--- config.mk ---
export PLATFORM = sky130hd
export DESIGN_NAME = fetch_stage
export DESIGN_NICKNAME = d
export VERILOG_FILES = /design/src/rtl/fetch_stage.sv
export SDC_FILE = /design/constraint.sdc
export NUM_CORES = 1
export LEC_CHECK = 0
export ABC_AREA = 1
export ABC_CLOCK_PERIOD_IN_PS = 3800
export CAP_MARGIN = 20
export CELL_PAD_IN_SITES_DETAIL_PLACEMENT = 0
export CELL_PAD_IN_SITES_GLOBAL_PLACEMENT = 1
export CORE_MARGIN = 1.5
export CORE_UTILIZATION = 29
export CTS_CLUSTER_SIZE = 40
export DETAILED_ROUTE_END_ITERATION = 12
export PLACE_DENSITY = 0.88
export RECOVER_POWER = 25
export SYNTH_ARGS = -nofsm -noshare
export SYNTH_HDL_FRONTEND = slang
export SYNTH_SLANG_ARGS = --single-unit
--- constraint.sdc ---
create_clock -name clk -period 3.8 [get_ports clk]
set_clock_uncertainty 0.05 [all_clocks]
set_input_delay 0.57 -clock clk [delete_from_list [all_inputs] [get_ports clk]]
set_output_delay 0.57 -clock clk [all_outputs]
set_load 0.01 [all_outputs]
--- src/rtl/fetch_stage.sv ---
// Fetch stage: PC register, instruction-memory address drive and IF/ID pipeline register.
// Honours hazard-unit stalls and squashes IF/ID with a bubble on EX-stage redirects.
module fetch_stage #(
    parameter logic [31:0] RESET_PC    = 32'h0000_0000,
    parameter logic [31:0] NOP_INSTR   = 32'h0000_0013,
    parameter int unsigned STALL_CNT_W = 16
) (
    input  logic                   clk,
    input  logic                   rst,
    input  logic                   stall,
    input  logic                   redirect,
    input  logic [31:0]            redirect_target,
    input  logic [31:0]            imem_rdata,
    output logic [31:0]            imem_addr,
    output logic [31:0]            pc,
    output logic [31:0]            if_id_pc,
    output logic [31:0]            if_id_instr,
    output logic                   if_id_valid,
    output logic [1:0]             fetch_state,
    output logic [STALL_CNT_W-1:0] stall_count
);

    typedef enum logic [1:0] {
        BOOT     = 2'd0,
        RUN      = 2'd1,
        REDIRECT = 2'd2
    } state_t;

    state_t      state;
    logic [31:0] target_aligned;
    logic        stall_eff;

    // Redirect targets are forced to word alignment.
    assign target_aligned = redirect_target & ~32'd3;

    // A redirect overrides a concurrent stall.
    assign stall_eff = stall & ~redirect;

    assign imem_addr   = pc;
    assign fetch_state = state;

    // PC and IF/ID: priority redirect > stall > advance.
    always_ff @(posedge clk or posedge rst) begin
        if (rst) begin
            pc          <= RESET_PC;
            if_id_pc    <= 32'd0;
            if_id_instr <= NOP_INSTR;
            if_id_valid <= 1'b0;
        end else if (redirect) begin
            pc          <= target_aligned;
            if_id_pc    <= 32'd0;
            if_id_instr <= NOP_INSTR;
            if_id_valid <= 1'b0;
        end else if (!stall) begin
            pc          <= pc + 32'd4;
            if_id_pc    <= pc;
            if_id_instr <= imem_rdata;
            if_id_valid <= 1'b1;
        end
    end

    // Fetch FSM: stall never moves it; the illegal encoding falls back to RUN.
    always_ff @(posedge clk or posedge rst) begin
        if (rst) begin
            state <= BOOT;
        end else begin
            case (state)
                BOOT:     state <= redirect ? REDIRECT : RUN;
                RUN:      state <= redirect ? REDIRECT : RUN;
                REDIRECT: state <= redirect ? REDIRECT : RUN;
                default:  state <= RUN;
            endcase
        end
    end

    // Saturating perf counter of effective stall cycles.
    always_ff @(posedge clk or posedge rst) begin
        if (rst) begin
            stall_count <= '0;
        end else if (stall_eff && (stall_count != {STALL_CNT_W{1'b1}})) begin
            stall_count <= stall_count + STALL_CNT_W'(1);
        end
    end

endmodule

==> reports/metrics.cfg, run 1 <==
[worst_setup_path]
path_class=input pin to flop
worst_setup_path_start_kind=input pin
worstPathRequired_ps=4000
cp.arrival_ps=3100
r2r_slack_ps=1860
critPathCaptureType=flop
crit_path_cell_trace=clkdlybuf4s50_1 > clkbuf_1 > inv_2 > o21ai_1 > inv_1 > nand2_1 > nand2_1
cpMostUsedCell=nand2_1
cp_slowest_stage_delay_ps=870
cpMaxStageDelayCell=clkbuf_1
crit_fanout=45

[floorplan]
rows=51
start_util=0.297
die-area_mm2=0.0208
die_w_um=144
design.core.area_mm2=0.0195
boundaryPins=215
die_h_um=144

[cells_and_area]
fillCellCount=1992
layoutNonFillerInstCount=1160
final_cell_area_mm2=0.00818
utilization=0.419
area_growth_pct=41.1
antenna_cells=0
drive_above_1_share=0.0547
fin_nets=960

[pwr]
p_per_area_mw_per_mm2=403
ir_drop_uv=259
total_leakage_power_uw=0.00364

[cts]
cts_buffers=9
holdBufCountCts=0
clk_path_buf_depth=2
cts_setup_buffers=0
cts_tree=yes
clk_pin_slew_worst_paths_ps=70
htree_levels=3
clock_sinks=112
cts_root_buffer=clkbuf_16
post_cts_resize_count=0
clkLatencyLatePin_ps=350

[routing]
first_pass_iters=4
vias_per_cell=4.59
drcViolationCount=0
route.final.wire_length_um=17200
drt_iter0_drc=270
vias=5324
drt-wirelength-per-cell_um=14.8
ant_nets=0

[placed_design]
portBuffers=208
dp_cells=1144
placed_area_mm2=0.00789
finalWeightedCongestion=0.816
dp.final_hpwl_um=12200

[global_route]
antenna_found_initial=0
grt_max_degree=61
grt_pass1_wl_um=27100
grt_pass1_vias=5109
grt_usage=0.168
grt-ovfl-total=0

[timing]
maxSlewHeadroom=-0.521
grt_setup_unrepaired=false
period_share=0.765
drv_slew=57
hold_viol=0
worstMarginPinSlew_ps=2280
fmax_mhz=344
fin_crit_ps=2910
setup_viol=0
finalSetupTns_ps=0

[synthesis]
syn_area_per_cell_um2=8.00
synth_top_cell_by_area=dfrtp_1
synth_flop_cell=dfrtp_1
synth_simple_gate_area_frac=0.247
synth.top_cell.area_share=0.471
async_reset_ff_frac=1.00
synth_edf_count=0
synth_warnings=0
yosys-top-cells-count=nand2_1, dfrtp_1, inv_1
synthXorXnorAreaFrac=0.0106
yosysMostFrequentCell=nand2_1
synth.area.mux_share=0
synth-seq-cells=112
ys_seq_area_frac=0.484
synthAdderAreaFrac=0.00432
synth_cell_types=37
syn_inst=724
synth_area_mm2=0.00580
synth_area_leaders=dfrtp_1, nand2_1, inv_1, a22o_1, buf_4
synth_compound_gate_area_share=0.134
synth_top_family_by_area=simple AND/OR/NAND/NOR gates

[min_path]
hold_path_class=flop to flop

[outcome]
violations=capacitance limit, slew limit
outcome=finished, violations left

[job]
drv_cap=1

cells in the final DEF, fill, tap and decap left out, drive strengths merged, types with 3 or more instances in the layout:
| cell type | count |
|---|---|
| inv | 80 |
| nand4 | 3 |
| clkdlybuf4s50 | 208 |
| nand3 | 45 |
| nor2 | 60 |
| o21ai | 66 |
| conb | 4 |
| buf | 4 |
| dfstp | 3 |
| a21oi | 13 |
| o211ai | 4 |
| a31oi | 5 |
| nand2 | 216 |
| xor2 | 6 |
| clkbuf | 14 |
| o22a | 3 |
| dfrtp | 109 |
| nor3 | 9 |
| a22o | 30 |
kinds of logic after synthesis:
group | count (synthesis)
XOR/XNOR | 7
AO/OA/AOI/OAI | 124
adder cells (fa/ha/maj) | 2
flip-flops | 112
buffers and inverters | 141
other | 1
AND/OR/NAND/NOR | 337
sequential cells by signal, summed over array words and instances, names as in the netlist:
name	count
fetch_state	2
if_id_instr	32
if_id_pc	31
if_id_valid	1
imem_addr	30
stall_count	16
worst paths after layout:
kind                                      from              to  depth (start not counted)
min in group asynchronous                  rst  stall_count[3]                          2
worst min register to register  fetch_state[1]  fetch_state[1]                          1
max in group asynchronous                  rst    imem_addr[4]                          2
worst max register to register    imem_addr[3]   imem_addr[24]                         10
worst min-delay path            fetch_state[1]  fetch_state[1]                          1
worst max-delay path                  redirect   imem_addr[23]                          7
power breakdown:
group          total, uW  internal, uW  switching [uW]  leakage (uW)
clock network        979           532             447      0.000136
registers           1460          1310             150       0.00143
logic                856           446             410       0.00207
total               3300          2290            1010       0.00364
critical path, delay by kind of cell:
family | cells | cell delay, ps
simple gates | 2 | 110
buf+inv | 4 | 2080
compound gates | 1 | 310
layer usage:
| metal | track usage | up-vias | share of wire |
|---|---|---|---|
| met5 | 0 | - | 0 |
| met4 | 0.0532 | 0 | 0.012 |
| met3 | 0.0361 | 11 | 0.070 |
| met2 | 0.268 | 169 | 0.46 |
| met1 | 0.228 | 2517 | 0.45 |
| li1 | - | 2627 | - |
area by class of cell:
cell class                 count  area, um2  share of cell area
tap                          265        332              0.0405
clock inverter                 3       45.0             0.00551
inverter                      80        303              0.0370
sequential                   112       2810               0.343
timing repair buffer         213       2130               0.260
clock buffer                  13        250              0.0306
multi-input combinational    474       2310               0.283
metrics by stage:
step | power (uW) | setup slack (ps) | hold slack [ps]
floorplan | 1890 | 226 | 459
global placement | 2340 | 1010 | 398
detailed placement | 2350 | 1010 | 407
CTS | 3350 | 1380 | 422
global route | 3480 | 621 | 457
finish | 3300 | 892 | 425
No activity file was read; power rests on OpenSTA's default activity.
==> run 2, diff against run 1 <==
--- a/config.mk
+++ b/config.mk
@@ -6,7 +6,7 @@
 export NUM_CORES = 1
 export LEC_CHECK = 0
 export ABC_AREA = 1
-export ABC_CLOCK_PERIOD_IN_PS = 3800
+export ABC_CLOCK_PERIOD_IN_PS = 2500
 export CAP_MARGIN = 20
 export CELL_PAD_IN_SITES_DETAIL_PLACEMENT = 0
 export CELL_PAD_IN_SITES_GLOBAL_PLACEMENT = 1
==> constraint.sdc (replaced) <==
create_clock -name clk -period 2.5 [get_ports clk]
set_clock_uncertainty 0.05 [all_clocks]
set_input_delay 0.375 -clock clk [delete_from_list [all_inputs] [get_ports clk]]
set_output_delay 0.375 -clock clk [all_outputs]
set_load 0.01 [all_outputs]
==> run 2 against run 1 <==
Via count is 0.58% higher. First-iteration DRC count is 25% lower. Critical path type is now flop to output port. Clock-buffer cell count did not move. Flip-flop and latch count unchanged. Cell area grew 1.1%. Sequential power is 52% higher. The flow now finishes without violations.
==> reports/metrics.cfg, run 2 (synthesis gave the netlist of run 1 again) <==
[outcome]
outcome=finished clean

[cells_and_area]
regMostFlops=if_id_instr
multi_input_area_mm2=0.00231  ; unchanged
fillCellCount=1979  ; -0.65%
antenna_cells=0  ; unchanged
seqCellArea_mm2=0.00281  ; unchanged
final_common_cell=nand2_1
drive_above_1_share=0.0653  ; +0.0105
fin_nets=969  ; +0.94%
final_cell_mix=nand2_1, clkdlybuf4s50_1, dfrtp_1
area_growth_pct=42.6
final_cell_area_mm2=0.00827  ; +1.1%
largest_register_ffs=32  ; unchanged

[routing]
drt_iter0_drc=203  ; -25%
vias_per_cell=4.58  ; -0.19%
drt-wirelength-per-cell_um=14.7  ; -1.2%
vias=5355  ; +0.58%
drcViolationCount=0  ; unchanged
route.final.wire_length_um=17100  ; -0.39%
ant_nets=0  ; unchanged
first_pass_iters=5  ; +1

[worst_setup_path]
cp_slowest_stage_delay_ps=640  ; -230 ps
path_class=flop to output port
cp_top_family=buffers and inverters
worstPathRequired_ps=2080  ; -1920 ps
cpMaxStageDelayCell=clkdlybuf4s50_1
r2r_start=imem_addr[3]
cp.arrival_ps=1490  ; -1610 ps
crit_buf_inv=1  ; -3
critPathCaptureType=output port
crit_path_cell_trace=clkdlybuf4s50_1
worst_setup_path_start_kind=flop
critical_path.startpoint=imem_addr[12]
crit_fanout=6  ; -87%

[floorplan]
die_w_um=144  ; unchanged
die-area_mm2=0.0208  ; unchanged
start_util=0.297  ; unchanged
design.core.area_mm2=0.0195  ; unchanged
rows=51  ; unchanged
boundaryPins=215  ; unchanged
die_h_um=144  ; unchanged

[cts]
cts_root_buffer=clkbuf_16
cts_tree=yes
holdBufCountCts=0  ; unchanged
cts_setup_buffers=0  ; unchanged
clk_path_buf_depth=2  ; unchanged
cts_buffers=9  ; unchanged
clkLatencyLatePin_ps=350  ; about the same
htree_levels=3  ; unchanged
post_cts_resize_count=0  ; unchanged
clock_sinks=112  ; unchanged
clk_pin_slew_worst_paths_ps=70  ; about the same

[global_route]
grt_max_degree=92  ; +51%
grt-ovfl-total=0  ; unchanged
grt_pass1_vias=5155  ; +0.90%
antenna_found_initial=0  ; unchanged
grt_usage=0.170  ; +0.00145
grt_pass1_wl_um=27200  ; +0.44%

[timing]
setup_viol=0  ; unchanged
finalSetupTns_ps=0  ; unchanged
maxSlewHeadroom=0.140  ; +0.661
fmax_mhz=523
period_share=0.764
fin_crit_ps=1910
hold_viol=0  ; unchanged
worstMarginPinSlew_ps=1290  ; -991 ps
grt_setup_unrepaired=false
drv_slew=0  ; -100%

[placed_design]
portBuffers=208  ; unchanged
finalWeightedCongestion=0.835  ; +2.2%
placed_area_mm2=0.00797  ; +1.0%
dp.final_hpwl_um=12500  ; +2.6%

[pwr]
power_uw=5110  ; +55%
total_leakage_power_uw=0.00369  ; +1.5%
ir_drop_uv=389  ; +50%
p_per_area_mw_per_mm2=618  ; +53%

[min_path]
min_from=fetch_state[1]
hold_path_class=flop to flop

[job]
drv_cap=0  ; -1

-- run 2: cell count changes in the layout (fill, tap and decap cells not counted) --
cell,before,now
clkinv_2,0,1
clkinvlp_2,0,1
clkdlybuf4s50_1,208,207
clkbuf_4,0,1
clkinvlp_4,2,0
bufinv_16,1,2
inv_1,73,72
buf_4,3,11
dlygate4sd3_1,0,1
-- run 2: area by class of cell --
| class | instances | share of cell area |
|---|---|---|
| Tap cell | 265 | 0.0401 |
| Sequential cell | 112 | 0.339 |
| Inverter | 80 | 0.0368 |
| Timing Repair Buffer | 222 | 0.266 |
| Multi-Input combinational cell | 474 | 0.280 |
| Clock buffer | 13 | 0.0303 |
| Clock inverter | 3 | 0.00787 |
-- run 2: metrics by stage --
| stage | utilization | hold slack (ps) | std cells | setup slack, ps |
|---|---|---|---|---|
| 6_report | 0.423 | 411 | 1169 | 590 |
| 5_1_grt | 0.423 | 429 | 1169 | 353 |
| 2_1_floorplan | - | 459 | 727 | 720 |
| 3_3_place_gp | 0.408 | 400 | 1153 | 542 |
| 3_5_place_dp | 0.408 | 405 | 1153 | 513 |
| 4_1_cts | 0.424 | 413 | 1169 | 533 |
-- run 2: metal layers --
metal	track usage	vias to the layer above	share of wire
met5	0	-	0
met4	0.0659	0	0.020
met3	0.0311	21	0.066
met2	0.273	184	0.47
met1	0.227	2509	0.45
li1	-	2641	-
-- run 2: power by group --
group / internal [uW] / total [uW] / switching (uW)
combinational: 685 / 1310 / 622
clock: 908 / 1570 / 667
sequential: 1990 / 2220 / 229
total: 3590 / 5110 / 1520
-- run 2: path summary, 6_finish.rpt --
kind,to,slack [ps],cells after the start
hold / removal,fetch_state[1],410,1
max in group asynchronous,imem_addr[9],650,3
min in group asynchronous,if_id_pc[17],840,3
setup reg to reg,imem_addr[24],620,10
setup / recovery,pc[12],590,1
hold reg to reg,fetch_state[1],410,1
==> run 3, diff against run 2 <==
--- a/config.mk
+++ b/config.mk
@@ -6,15 +6,15 @@
 export NUM_CORES = 1
 export LEC_CHECK = 0
 export ABC_AREA = 1
-export ABC_CLOCK_PERIOD_IN_PS = 2500
+export ABC_CLOCK_PERIOD_IN_PS = 1800
 export CAP_MARGIN = 20
 export CELL_PAD_IN_SITES_DETAIL_PLACEMENT = 0
 export CELL_PAD_IN_SITES_GLOBAL_PLACEMENT = 1
 export CORE_MARGIN = 1.5
-export CORE_UTILIZATION = 29
+export CORE_UTILIZATION = 32
 export CTS_CLUSTER_SIZE = 40
 export DETAILED_ROUTE_END_ITERATION = 12
-export PLACE_DENSITY = 0.88
+export PLACE_DENSITY = 0.92
 export RECOVER_POWER = 25
 export SYNTH_ARGS = -nofsm -noshare
 export SYNTH_HDL_FRONTEND = slang
==> constraint.sdc (replaced) <==
create_clock -name clk -period 1.8 [get_ports clk]
set_clock_uncertainty 0.05 [all_clocks]
set_input_delay 0.27 -clock clk [delete_from_list [all_inputs] [get_ports clk]]
set_output_delay 0.27 -clock clk [all_outputs]
set_load 0.01 [all_outputs]
==> run 3 against run 2 <==
Clock-buffer cell count decreased by 3. Final cell count shrank 1.8%. Setup slack got worse by 540 ps.
==> reports/metrics.cfg, run 3 (synthesis gave the netlist of run 1 again) <==
[floorplan]
rows=49  ; -3.9%
design.core.area_mm2=0.0178  ; -8.6%
die_w_um=138  ; -4.7%
die_h_um=138  ; -4.7%
die-area_mm2=0.0189  ; -9.2%
boundaryPins=215  ; unchanged
start_util=0.325  ; +0.0280

[global_route]
grt_pass1_wl_um=26900  ; -1.1%
grt_usage=0.184  ; +0.0139
grt_max_degree=63  ; -32%
grt_pass1_vias=5184  ; +0.56%
antenna_found_initial=0  ; unchanged
grt-ovfl-total=0  ; unchanged

[cells_and_area]
area_growth_pct=45.3
final_common_cell=nand2_1
fin_nets=984  ; +1.5%
antenna_cells=0  ; unchanged
drive_above_1_share=0.0968  ; +0.0316
final_cell_mix=nand2_1, clkdlybuf4s50_1, dfrtp_1
regMostFlops=if_id_instr
largest_register_ffs=32  ; unchanged
layoutNonFillerInstCount=1148  ; -1.8%
fillCellCount=1722  ; -13%

[worst_setup_path]
crit_buf_inv=1  ; unchanged
path_class=flop to output port
worstPathRequired_ps=1480  ; -600 ps
cp_top_family=flip-flops
cp_slowest_stage_delay_ps=540  ; -100 ps
cpMaxStageDelayCell=dfstp_2
crit_path_cell_trace=clkdlybuf4s50_1
crit_fanout=2  ; -4
critPathCaptureType=output port
worst_setup_path_start_kind=flop
cp.arrival_ps=1430  ; -60 ps

[pwr]
power_frac_clock=0.282  ; -0.026
swShare=0.316  ; +0.0185
internal_power_uw=4760  ; +33%
switching_power_uw=2200  ; +45%
power_uw=6960  ; +36%
p_seq_frac=0.440  ; +0.004
p_per_area_mw_per_mm2=826  ; +34%
total_leakage_power_uw=0.00379  ; +2.7%
pwr-share-comb=0.278  ; +0.022
ir_drop_uv=436  ; +12%

[timing]
maxSlewHeadroom=0.264  ; +0.124
hold_viol=0  ; unchanged
worst_slack_ps=53.7  ; -536 ps
period_share=0.970
drv_slew=0  ; unchanged
worstMarginPinSlew_ps=1100  ; -186 ps
fmax_mhz=573
fin_crit_ps=1750
setup_viol=0  ; unchanged

[placed_design]
dp.final_hpwl_um=12400  ; -0.88%
dp_cells=1129  ; -2.1%
portBuffers=208  ; unchanged
dp_slack_ps=15.9  ; -497 ps
finalWeightedCongestion=0.848  ; +1.6%

[routing]
drt_iter0_drc=328  ; +62%
ant_nets=0  ; unchanged
vias_per_cell=4.77  ; +4.1%
first_pass_iters=5  ; unchanged
vias=5476  ; +2.3%
drt-wirelength-per-cell_um=14.8  ; +0.80%
route.final.wire_length_um=17000  ; -1.0%
drcViolationCount=0  ; unchanged

[cts]
clock_sinks=112  ; unchanged
clkLatencyLatePin_ps=360  ; about the same
clk_path_buf_depth=2  ; unchanged
htree_levels=3  ; unchanged
cts_buffers=9  ; unchanged
clk_pin_slew_worst_paths_ps=80  ; about the same
cts_root_buffer=clkbuf_16
cts_tree=yes

[outcome]
outcome=finished clean

[min_path]
hold_path_class=flop to flop

[job]
drv_cap=0  ; unchanged

-- run 3: cell count changes in the layout (fill, tap and decap cells not counted), sizes merged --
| cell | previous run | this run |
|---|---|---|
| clkinvlp | 1 | 2 |
| dlymetal6s2s | 0 | 1 |
| bufinv | 2 | 0 |
| buf | 12 | 28 |
| clkinv | 1 | 2 |
| clkbuf | 15 | 11 |
| inv | 79 | 82 |
| dlygate4sd3 | 1 | 0 |
-- run 3: tightest hold or removal path, delay by kind of cell, from the launching register on --
family | cells | cell delay [ps]
flip-flops | 1 | 350
AND/OR/NAND/NOR | 2 | 90
-- run 3: stage by stage --
| step | hold slack (ps) | TNS, ps | area, um2 | util |
|---|---|---|---|---|
| 6_report | 424 | 0 | 8420 | 0.472 |
| 5_1_grt | 456 | -14.4 | 8420 | 0.472 |
| 4_1_cts | 348 | 0 | 8390 | 0.470 |
| 3_5_place_dp | 413 | 0 | 8100 | 0.454 |
| 3_3_place_gp | 403 | 0 | 8100 | 0.454 |
| 2_1_floorplan | 364 | 0 | 5810 | - |
-- run 3: final cells by class --
| cell class | count | area [um2] | share of cell area |
|---|---|---|---|
| flip-flops and latches | 112 | 2820 | 0.334 |
| repair buffers | 237 | 2390 | 0.284 |
| multi-input cells | 474 | 2350 | 0.279 |
| inverters | 80 | 304 | 0.0361 |
| well taps | 229 | 287 | 0.0340 |
| clock buffers | 10 | 229 | 0.0272 |
| clock inverters | 6 | 51.3 | 0.00609 |
-- run 3: power by group through the flow --
stage               clock network [uW]  registers, uW  logic (uW)
floorplan                            0           3170         823
global placement                     0           3110        1910
detailed placement                   0           3110        1930
CTS                               2020           3070        1940
global route                      2120           3110        2140
finish                            1960           3060        1930
-- run 3: what timing repair did --
item	CTS	global route
buffers inserted	0	3
hold buffers	0	0
resized for setup	2	15
setup endpoints to repair	3	25
pin swaps	0	1
-- run 3: path summary, 6_finish.rpt --
| kind | slack [ps] | end | startpoint | cells after the start |
|---|---|---|---|---|
| setup / recovery | 50 | if_id_instr[0] | if_id_instr[0] | 1 |
| hold / removal | 420 | if_id_pc[12] | if_id_pc[12] | 2 |
| setup reg to reg | 130 | stall_count[11] | stall_count[1] | 9 |
| hold reg to reg | 420 | if_id_pc[12] | if_id_pc[12] | 2 |
| max in group asynchronous | 400 | if_id_pc[6] | rst | 3 |
| min in group asynchronous | 540 | if_id_pc[16] | rst | 3 |
-- run 3: routing by layer --
metal  vias to the layer above  global-route usage  share of wire
met2                       194               0.299           0.48
met4                         0              0.0526          0.013
met1                      2592               0.245           0.44
met3                        13              0.0412          0.066
met5                         -                   0              0
li1                       2677                   -              -
